File: src/rtl/lcd_bus_scheduler.sv
// lcd_bus_scheduler
// Two-client byte-write scheduler for an HD44780-style LCD in 4-bit mode.
// Client 0 is the CGRAM glyph loader, client 1 the screen text writer.
// Each accepted byte goes out as a high nibble then a low nibble, each with
// a timed E strobe, and is followed by a settle delay. That delay is longer
// for clear/home commands.
// A byte sent with last=0 locks the bus to its client until that client's
// last=1 byte is accepted, so multi-byte sequences never interleave.
// Optional feature: define LCD_SCHED_INIT_EN to add the power-on init
// sequence (POR wait, 3/3/3/2 nibbles, then 0x28 0x0C 0x06 0x01).
module lcd_bus_scheduler #(
  parameter int unsigned E_HIGH_CYC     = 20,
  parameter int unsigned NIBBLE_GAP_CYC = 20,
  parameter int unsigned CMD_WAIT_CYC   = 2000,
  parameter int unsigned CLR_WAIT_CYC   = 82000,
  parameter int unsigned POR_WAIT_CYC   = 750000
) (
  input  logic        clk,
  input  logic        rst_n,
  input  logic [1:0]  req,
  input  logic [1:0]  last,
  input  logic [1:0]  req_rs,
  input  logic [15:0] req_data,
  output logic [1:0]  ack,
  output logic [1:0]  grant,
  output logic        busy,
  output logic        lcd_rs,
  output logic        lcd_rw,
  output logic        lcd_e,
  output logic [3:0]  lcd_data
);

  localparam int unsigned CNT_MAX = 1048575;

  // Every delay must fit the 20-bit phase counter and be at least one cycle.
  if (E_HIGH_CYC < 1 || E_HIGH_CYC > CNT_MAX ||
      NIBBLE_GAP_CYC < 1 || NIBBLE_GAP_CYC > CNT_MAX ||
      CMD_WAIT_CYC < 1 || CMD_WAIT_CYC > CNT_MAX ||
      CLR_WAIT_CYC < 1 || CLR_WAIT_CYC > CNT_MAX ||
      POR_WAIT_CYC < 1 || POR_WAIT_CYC > CNT_MAX) begin : g_param_check
    $error("lcd_bus_scheduler: timing parameters must lie in 1..1048575");
  end

  // The counter runs from 0 while a timed phase is active. A phase ends on
  // the cycle the count equals its length minus one.
  localparam logic [19:0] E_LAST   = 20'(E_HIGH_CYC - 1);
  localparam logic [19:0] GAP_LAST = 20'(NIBBLE_GAP_CYC - 1);
  localparam logic [19:0] CMD_LAST = 20'(CMD_WAIT_CYC - 1);
  localparam logic [19:0] CLR_LAST = 20'(CLR_WAIT_CYC - 1);
`ifdef LCD_SCHED_INIT_EN
  localparam logic [19:0] POR_LAST = 20'(POR_WAIT_CYC - 1);
`endif

  typedef enum logic [3:0] {
    S_IDLE,
    S_LOAD,
    S_HI_E,
    S_HI_GAP,
    S_LO_SET,
    S_LO_E,
    S_SETTLE
`ifdef LCD_SCHED_INIT_EN
    , S_INIT_POR,
    S_INIT_SET,
    S_INIT_E,
    S_INIT_WAIT
`endif
  } state_e;

`ifdef LCD_SCHED_INIT_EN
  localparam state_e RESET_STATE = S_INIT_POR;
`else
  localparam state_e RESET_STATE = S_IDLE;
`endif

  state_e      state_q, state_d;
  logic [19:0] cnt_q, cnt_d;
  logic [7:0]  byte_q, byte_d;
  logic        lock_q, lock_d;
  logic        owner_q, owner_d;
  logic        ptr_q, ptr_d;
  logic [1:0]  ack_q, ack_d;
  logic [1:0]  grant_q, grant_d;
  logic        lcd_e_q, lcd_e_d;
  logic        lcd_rs_q, lcd_rs_d;
  logic [3:0]  lcd_data_q, lcd_data_d;
`ifdef LCD_SCHED_INIT_EN
  logic        init_q, init_d;
  logic [1:0]  init_idx_q, init_idx_d;
`endif

  logic        win_valid;
  logic        winner;
  logic        load_go;
  logic        load_rs;
  logic [7:0]  load_byte;
  logic        is_clr;
  logic [19:0] settle_last;

  function automatic logic [1:0] onehot(input logic c);
    return c ? 2'b10 : 2'b01;
  endfunction

`ifdef LCD_SCHED_INIT_EN
  function automatic logic [3:0] init_nibble(input logic [1:0] idx);
    return (idx == 2'd3) ? 4'h2 : 4'h3;
  endfunction

  function automatic logic [7:0] init_byte(input logic [1:0] idx);
    case (idx)
      2'd0:    return 8'h28;
      2'd1:    return 8'h0C;
      2'd2:    return 8'h06;
      default: return 8'h01;
    endcase
  endfunction
`endif

  // Clear (0x01) and return-home (0x02/0x03) need the long settle time.
  assign is_clr      = !lcd_rs_q && (byte_q[7:2] == 6'd0);
  assign settle_last = is_clr ? CLR_LAST : CMD_LAST;

  // Next-state, arbitration and pin values for the following cycle.
  always_comb begin
    // NOTE: every signal is given a default first so no path through the case can infer a latch.
    state_d    = state_q;
    cnt_d      = cnt_q + 20'd1;
    byte_d     = byte_q;
    lock_d     = lock_q;
    owner_d    = owner_q;
    ptr_d      = ptr_q;
    ack_d      = 2'b00;
    grant_d    = grant_q;
    lcd_rs_d   = lcd_rs_q;
    lcd_data_d = lcd_data_q;
    win_valid  = 1'b0;
    winner     = 1'b0;
    load_go    = 1'b0;
    load_rs    = 1'b0;
    load_byte  = 8'h00;
`ifdef LCD_SCHED_INIT_EN
    init_d     = init_q;
    init_idx_d = init_idx_q;
`endif

    case (state_q)
      S_IDLE: begin
        cnt_d = 20'd0;
        // A locked owner is the only candidate, even while its req is low.
        if (lock_q) begin
          winner    = owner_q;
          win_valid = req[owner_q];
        end else if (req[ptr_q]) begin
          winner    = ptr_q;
          win_valid = 1'b1;
        end else if (req[~ptr_q]) begin
          winner    = ~ptr_q;
          win_valid = 1'b1;
        end
        if (win_valid) begin
          load_go        = 1'b1;
          load_rs        = req_rs[winner];
          load_byte      = winner ? req_data[15:8] : req_data[7:0];
          ack_d[winner]  = 1'b1;
          grant_d        = onehot(winner);
          if (last[winner]) begin
            lock_d = 1'b0;
            ptr_d  = ~winner;
          end else begin
            lock_d  = 1'b1;
            owner_d = winner;
          end
        end
      end

      S_LOAD: begin
        cnt_d   = 20'd0;
        state_d = S_HI_E;
      end

      S_HI_E: begin
        if (cnt_q == E_LAST) begin
          cnt_d   = 20'd0;
          state_d = S_HI_GAP;
        end
      end

      S_HI_GAP: begin
        if (cnt_q == GAP_LAST) begin
          cnt_d      = 20'd0;
          state_d    = S_LO_SET;
          lcd_data_d = byte_q[3:0];
        end
      end

      S_LO_SET: begin
        cnt_d   = 20'd0;
        state_d = S_LO_E;
      end

      S_LO_E: begin
        if (cnt_q == E_LAST) begin
          cnt_d   = 20'd0;
          state_d = S_SETTLE;
        end
      end

      S_SETTLE: begin
        if (cnt_q == settle_last) begin
          cnt_d = 20'd0;
`ifdef LCD_SCHED_INIT_EN
          if (init_q) begin
            if (init_idx_q == 2'd3) begin
              init_d     = 1'b0;
              init_idx_d = 2'd0;
              state_d    = S_IDLE;
            end else begin
              init_idx_d = init_idx_q + 2'd1;
              load_go    = 1'b1;
              load_byte  = init_byte(init_idx_q + 2'd1);
            end
          end else
`endif
          begin
            state_d = S_IDLE;
            grant_d = lock_q ? onehot(owner_q) : 2'b00;
          end
        end
      end

`ifdef LCD_SCHED_INIT_EN
      S_INIT_POR: begin
        if (cnt_q == POR_LAST) begin
          cnt_d      = 20'd0;
          state_d    = S_INIT_SET;
          lcd_rs_d   = 1'b0;
          lcd_data_d = init_nibble(init_idx_q);
        end
      end

      S_INIT_SET: begin
        cnt_d   = 20'd0;
        state_d = S_INIT_E;
      end

      S_INIT_E: begin
        if (cnt_q == E_LAST) begin
          cnt_d   = 20'd0;
          state_d = S_INIT_WAIT;
        end
      end

      S_INIT_WAIT: begin
        if (cnt_q == CLR_LAST) begin
          cnt_d = 20'd0;
          if (init_idx_q == 2'd3) begin
            // Nibble phase done; the four setup bytes use the normal path.
            init_d     = 1'b1;
            init_idx_d = 2'd0;
            load_go    = 1'b1;
            load_byte  = init_byte(2'd0);
          end else begin
            init_idx_d = init_idx_q + 2'd1;
            state_d    = S_INIT_SET;
            lcd_data_d = init_nibble(init_idx_q + 2'd1);
          end
        end
      end
`endif

      default: begin
        state_d = S_IDLE;
        cnt_d   = 20'd0;
      end
    endcase

    // Any byte acceptance (client or init) latches it and shows the high nibble.
    if (load_go) begin
      state_d    = S_LOAD;
      cnt_d      = 20'd0;
      byte_d     = load_byte;
      lcd_rs_d   = load_rs;
      lcd_data_d = load_byte[7:4];
    end

    // E is registered from the next state so the pin never glitches.
    lcd_e_d = (state_d == S_HI_E) || (state_d == S_LO_E)
`ifdef LCD_SCHED_INIT_EN
              || (state_d == S_INIT_E)
`endif
              ;
  end

  // State and pin registers with synchronous active-low reset.
  always_ff @(posedge clk) begin
    // NOTE: sequential state uses non-blocking assignments so every flop samples pre-edge values.
    if (!rst_n) begin
      state_q    <= RESET_STATE;
      cnt_q      <= 20'd0;
      byte_q     <= 8'h00;
      lock_q     <= 1'b0;
      owner_q    <= 1'b0;
      ptr_q      <= 1'b0;
      ack_q      <= 2'b00;
      grant_q    <= 2'b00;
      lcd_e_q    <= 1'b0;
      lcd_rs_q   <= 1'b0;
      lcd_data_q <= 4'h0;
`ifdef LCD_SCHED_INIT_EN
      init_q     <= 1'b0;
      init_idx_q <= 2'd0;
`endif
    end else begin
      state_q    <= state_d;
      cnt_q      <= cnt_d;
      byte_q     <= byte_d;
      lock_q     <= lock_d;
      owner_q    <= owner_d;
      ptr_q      <= ptr_d;
      ack_q      <= ack_d;
      grant_q    <= grant_d;
      lcd_e_q    <= lcd_e_d;
      lcd_rs_q   <= lcd_rs_d;
      lcd_data_q <= lcd_data_d;
`ifdef LCD_SCHED_INIT_EN
      init_q     <= init_d;
      init_idx_q <= init_idx_d;
`endif
    end
  end

  assign ack      = ack_q;
  assign grant    = grant_q;
  assign busy     = (state_q != S_IDLE);
  assign lcd_rs   = lcd_rs_q;
  assign lcd_rw   = 1'b0;
  assign lcd_e    = lcd_e_q;
  assign lcd_data = lcd_data_q;

endmodule

File: config.mk
export PLATFORM = sky130hd
export DESIGN_NAME = lcd_bus_scheduler
export DESIGN_NICKNAME = d
export VERILOG_FILES = /design/src/rtl/lcd_bus_scheduler.sv
export SDC_FILE = /design/constraint.sdc
export NUM_CORES = 1
export LEC_CHECK = 0
export CAP_MARGIN = 40
export CORE_MARGIN = 5
export CORE_UTILIZATION = 50
export DETAILED_ROUTE_END_ITERATION = 12
export DONT_BUFFER_PORTS = 1
export PLACE_DENSITY = 0.68
export SKIP_LAST_GASP = 1
export SLEW_MARGIN = 20
export SYNTH_ARGS = -nofsm -noshare
export SYNTH_HDL_FRONTEND = slang
export SYNTH_SLANG_ARGS = --single-unit
File: constraint.sdc
create_clock -name clk -period 1.6 [get_ports clk]
set_input_delay 0.48 -clock clk [delete_from_list [all_inputs] [get_ports clk]]
set_output_delay 0.48 -clock clk [all_outputs]
set_load 0.03 [all_outputs]
Yosys cells after proc, flatten, opt, wreduce, memory -nomap -nowiden
Index checks and enable logic that the tools add are counted.
- add/subtract/negate cells: 1
- order comparisons: 5
- eq/ne operators: 12
- mux-type cells: 47
- bitwise logic cells: 4
- reductions and logical operators: 18
- operators by type and width (kind ; number):
    $mux 20 ; 2
    $pmux 20 s2 ; 1
    $mux 4 ; 8
    $pmux 4 s7 ; 1
    $mux 1 ; 24
    $mux 8 ; 3
    $add 20x1->20 const B ; 1
    $eq 20x17->1 ; 1
    $eq 20x5->1 const B ; 1
    $mux 17 ; 1
    $eq 4x3->1 const B ; 4
    $eq 4x2->1 const B ; 3
    $reduce_and 3->1 ; 4
    $mux 2 ; 5
    $lt 1x2->1 const B ; 4
    $logic_not 6->1 ; 1
    $reduce_bool 2->1 ; 3
    $eq 4x1->1 const B ; 1
    $logic_not 4->1 ; 1
    $ne 2x2->1 const B ; 2
    $not 1->1 ; 4
    $pmux 2 s2 ; 1
    $reduce_and 2->1 ; 2
    $reduce_bool 4->1 ; 1
    7 further kinds ; 8
- register bits: 45
- input port bits: 24
- output and inout port bits: 12
- word-level logic and storage cells: 98

Depth between registers and ports, before layout
- depth in word-level cells: 12
- depth in mapped cells: 8
- depth with buffers taken out: 6

Worst setup path after synthesis
Ideal clock, no wire load.
- kind: reg2reg
- from: reg cnt_q[0]
- to: reg state_q[1]
- library setup time: 58 ps
- arrival: 1628 ps
- required time: 1542 ps
- setup slack: -86 ps
- cell stages (with the launch flop): 7
- buffers on the path: 0
- period minus slack after synthesis: 1686 ps
- cell sequence: dfxtp_1 -> ha_1 -> nor4b_1 -> nand4_1 -> o21a_1 -> a2111oi_2 -> o21a_1
- longest elaborated chain between the ends: 4
- elaborated cells on any way between the ends: 8
- those cells by class: eq/ne: 2; mux: 6
- RTL lines (element ; RTL line ; RTL):
    from (decl) ; 77 ; logic [19:0] cnt_q, cnt_d;
    from (signal assigned) ; 315 ; cnt_q <= cnt_d;
    $eq 20x17->1 or $eq 20x5->1 (tied branches) ; -- ;
    $mux 4, on equally long branches ; -- ;
    $pmux 4 s7 * ; 146 ; case (state_q)
    $mux 4 * ; 278 ; if (load_go) begin
    to (signal assigned) ; 314 ; state_q <= state_d;
    to (decl) ; 76 ; state_e state_q, state_d;
Every way passes the cells marked *; elsewhere a longest branch is shown, timed or not.
A chain may end at the register's enable or synchronous reset.

Final worst setup path
- from: reg lcd_rs_q, in the netlist lcd_rs
- to: reg cnt_q[4]
- longest elaborated chain between the ends: 6
- RTL lines (element ; RTL line ; RTL):
    from (decl) ; 85 ; logic lcd_rs_q, lcd_rs_d;
    from (signal assigned) ; 323 ; lcd_rs_q <= lcd_rs_d;
    $logic_not 1->1 ; 120 ; assign is_clr = !lcd_rs_q && (byte_q[7:2] == 6'd0);
    $logic_and 1x1->1 ; 120 ;
    $mux 17 ; 121 ; assign settle_last = is_clr ? CLR_LAST : CMD_LAST;
    $eq 20x17->1 ; 209 ; if (cnt_q == settle_last) begin
    $mux 20 ; 209 ;
    $pmux 20 s2 ; 146 ;
No other way between the ends.

==> out/metrics.csv <==
metric;value;unit
dieArea;0.00608;sq mm
drt_iter0_drc;79;
synth_seq_area_share;39.0;%
max_freq;564;MHz
die_w;78.0;um
fin_nets;339;
cts-root-buf;clkbuf_8;
area_growth;36.6;%
nFillCells;325;
htree_levels;2;
vias_per_cell;5.43;
dp_hpwl;3800;um
start_util;52.4;%
place_congestion;0.839;
cts_buffer_depth;2;
p_sw;598;uW
dieHeight;78.0;um
hold_viol;0;
seq_power_share;52.2;%
dr.pass1.iters;4;
setup_slack;-0.173;ns
drc_errors;0;
cts.sinks;45;
ant_nets;0;
crit_type;register to register;
hold_path.class;input port to register;
post_dp_cell_area;0.00277;sq mm
grt_pass1_vias;1880;
grt_overflow;0;
grt_pass1_wl;8790;um
critPathLaunch;lcd_rs$_SDFFE_PN0P_;
ys_warn_count;0;
synth_seq_cells;45;
hold_slack;0.276;ns
finalInstanceArea;0.00316;sq mm
core.rowCount;24;
seq_area;918;sq um
worst_setup_path_start_kind;register;
core;0.00441;sq mm
maxCapViolations;0;
multi_input_area;0.00151;sq mm
port_buffers;0;
drv_slew;0;
r2r_cells;7;
drive_above_1_share;38.4;%
async_flop_share;0;%
p_total;2360;uW
clk_pin_slew;0.09;ns
violations;setup timing;
syn-instance-count;256;
cts_buffers;5;
drt-wirelength-per-cell;15.2;um
crit_buf_inv;2;
crit_arrival;1.97;ns
clk-insertion-delay-late;0.30;ns
r2r_setup_slack;-0.17;ns
route.vias.total;1991;
ir_drop;0.551;mV
fin_util;71.6;%
setup_viol;27;
post-route-min-period;1.77;ns
p_leak;0.00120;uW
place_ws;-0.180;ns
critPathTopFamily;simple AND/OR/NAND/NOR gates;
r2r_end;cnt_q[4]$_SDFF_PP0_;
synthFlopType;dfxtp_1;
cpPeakStageDelay;0.42;ns
clockPowerShare;36.7;%
io_pins;36;
status;finished with violations;
antenna_found_initial;0;
synth_edf_count;0;
cp_max_fo;5;
skew;0.0125;ns
intPower;1760;uW
synth.avg_cell_area;9.03;sq um
crit_end;cnt_q[4]$_SDFF_PP0_;
cp-end-kind;register;
track_usage;17.6;%
pwr_density_cell;747;mW/mm^2
crit_required;1.80;ns
rsz0062_at_grt;yes;
insertedDiodeCount;0;
reg2reg_from;lcd_rs$_SDFFE_PN0P_;
crit_slowest_cell;nor3_1;
wirelength;5590;um
crit_chain;nor3_1 > and4_1 > o21ai_2 > a21oi_4 > buf_4 > clkbuf_16 > nor2_1;
worstSetupPathDepth;7;
pwr-share-comb;11.1;%
grt_start_max_net_pins;15;
cts_tree;done;
netlist_area;0.00231;sq mm
switching_share;25.3;%
synth_cell_types;54;
period_share;111;%
==> power by group through the flow <==
stage	logic [uW]	clock network (uW)	registers (uW)
after floorplan	163	0	1250
after global placement	240	0	1250
after detailed placement	242	0	1250
after CTS	246	887	1230
after global routing	290	924	1240
final	262	866	1230
==> cell families after synthesis <==
kind of cell	Yosys count	share of synthesized area [%]
adder cells (fa/ha/maj)	1	0.541
buffers and inverters	19	4.17
flip-flops	45	39.0
AND/OR/NAND/NOR	110	28.1
XOR/XNOR	19	7.20
AO/OA/AOI/OAI	44	13.5
multiplexers	17	7.36
other	1	0.162
==> cells in the mapped netlist (5+ instances only) <==
cell      count  area [sq um]
nor2_1       32           120
nand3_1      10          50.1
nand2b_1      5          31.3
nor3_1        8          40.0
xor2_1        8          70.1
xnor2_1      11          96.3
dfxtp_1      45           901
nand2_1      17          63.8
o21a_1        6          45.0
mux2i_1      17           170
inv_1         7          26.3
a211oi_1      8          60.1
a21oi_1       8          40.0
o21ai_0       6          30.0
==> cells in the final DEF, fill, tap and decap left out, types with 6 or more instances in the layout <==
cell,instances
o21a_1,6
mux2i_1,17
xnor2_1,11
nor2_2,6
a211oi_1,7
xor2_1,8
nor2_1,26
buf_4,51
nor3_1,6
dfxtp_2,11
dfxtp_1,33
nand2_1,15
a21oi_1,8
nand3_1,9
inv_1,7
==> per-stage QoR <==
stage                     TNS (ns)  cells
after floorplan                  0    257
after global placement       -2.25    350
after detailed placement     -4.60    350
after CTS                    -2.76    365
after global routing         -6.36    367
final                        -3.35    367
==> layout make-up <==
class	count	share of cell area, %
Tap cell	52	2.06
Clock buffer	6	2.30
Timing Repair Buffer	61	16.6
Clock inverter	2	1.23
Sequential cell	45	29.1
Inverter	8	0.950
Multi-Input combinational cell	193	47.8
==> state kept, by name (all words and copies together), names as in the netlist <==
name and flops:
lcd_rs 1, lcd_e 1, state_q 4, grant 2
byte_q 8, lock_q 1, lcd_data 4, ptr_q 1
cnt_q 20, ack 2, owner_q 1
==> routing by layer <==
layer	GRT usage (%)	part of all wire [%]	wire length [um]	up-vias
met5	0	0	0	-
met4	5.07	1.4	77	0
met3	5.56	4.8	267	11
met2	28.0	50	2800	30
met1	23.0	44	2440	933
li1	-	-	-	1017
==> worst min path at each step <==
| stage | startpoint | to | slack (ns) | cells past startpoint |
|---|---|---|---|---|
| 2_1_floorplan | cnt_q[0]$_SDFF_PP0_ | cnt_q[0]$_SDFF_PP0_ | 0.43 | 1 |
| 3_3_place_gp | byte_q[7]$_SDFFE_PN0P_ | byte_q[7]$_SDFFE_PN0P_ | 0.45 | 1 |
| 3_5_place_dp | byte_q[7]$_SDFFE_PN0P_ | byte_q[7]$_SDFFE_PN0P_ | 0.46 | 1 |
| 4_1_cts | last[1] | ptr_q$_SDFFE_PN0P_ | 0.27 | 1 |
| 5_1_grt | last[1] | ptr_q$_SDFFE_PN0P_ | 0.28 | 1 |
| 6_report | last[1] | ptr_q$_SDFFE_PN0P_ | 0.28 | 1 |
==> what timing repair did <==
action,4_1_cts,5_1_grt
hold buffers,0,0
resized for setup,16,33
setup endpoints to repair,31,33
setup buffers,6,3
gates cloned,1,2
pin swaps,12,16
Power figures use the tool's default switching activity.
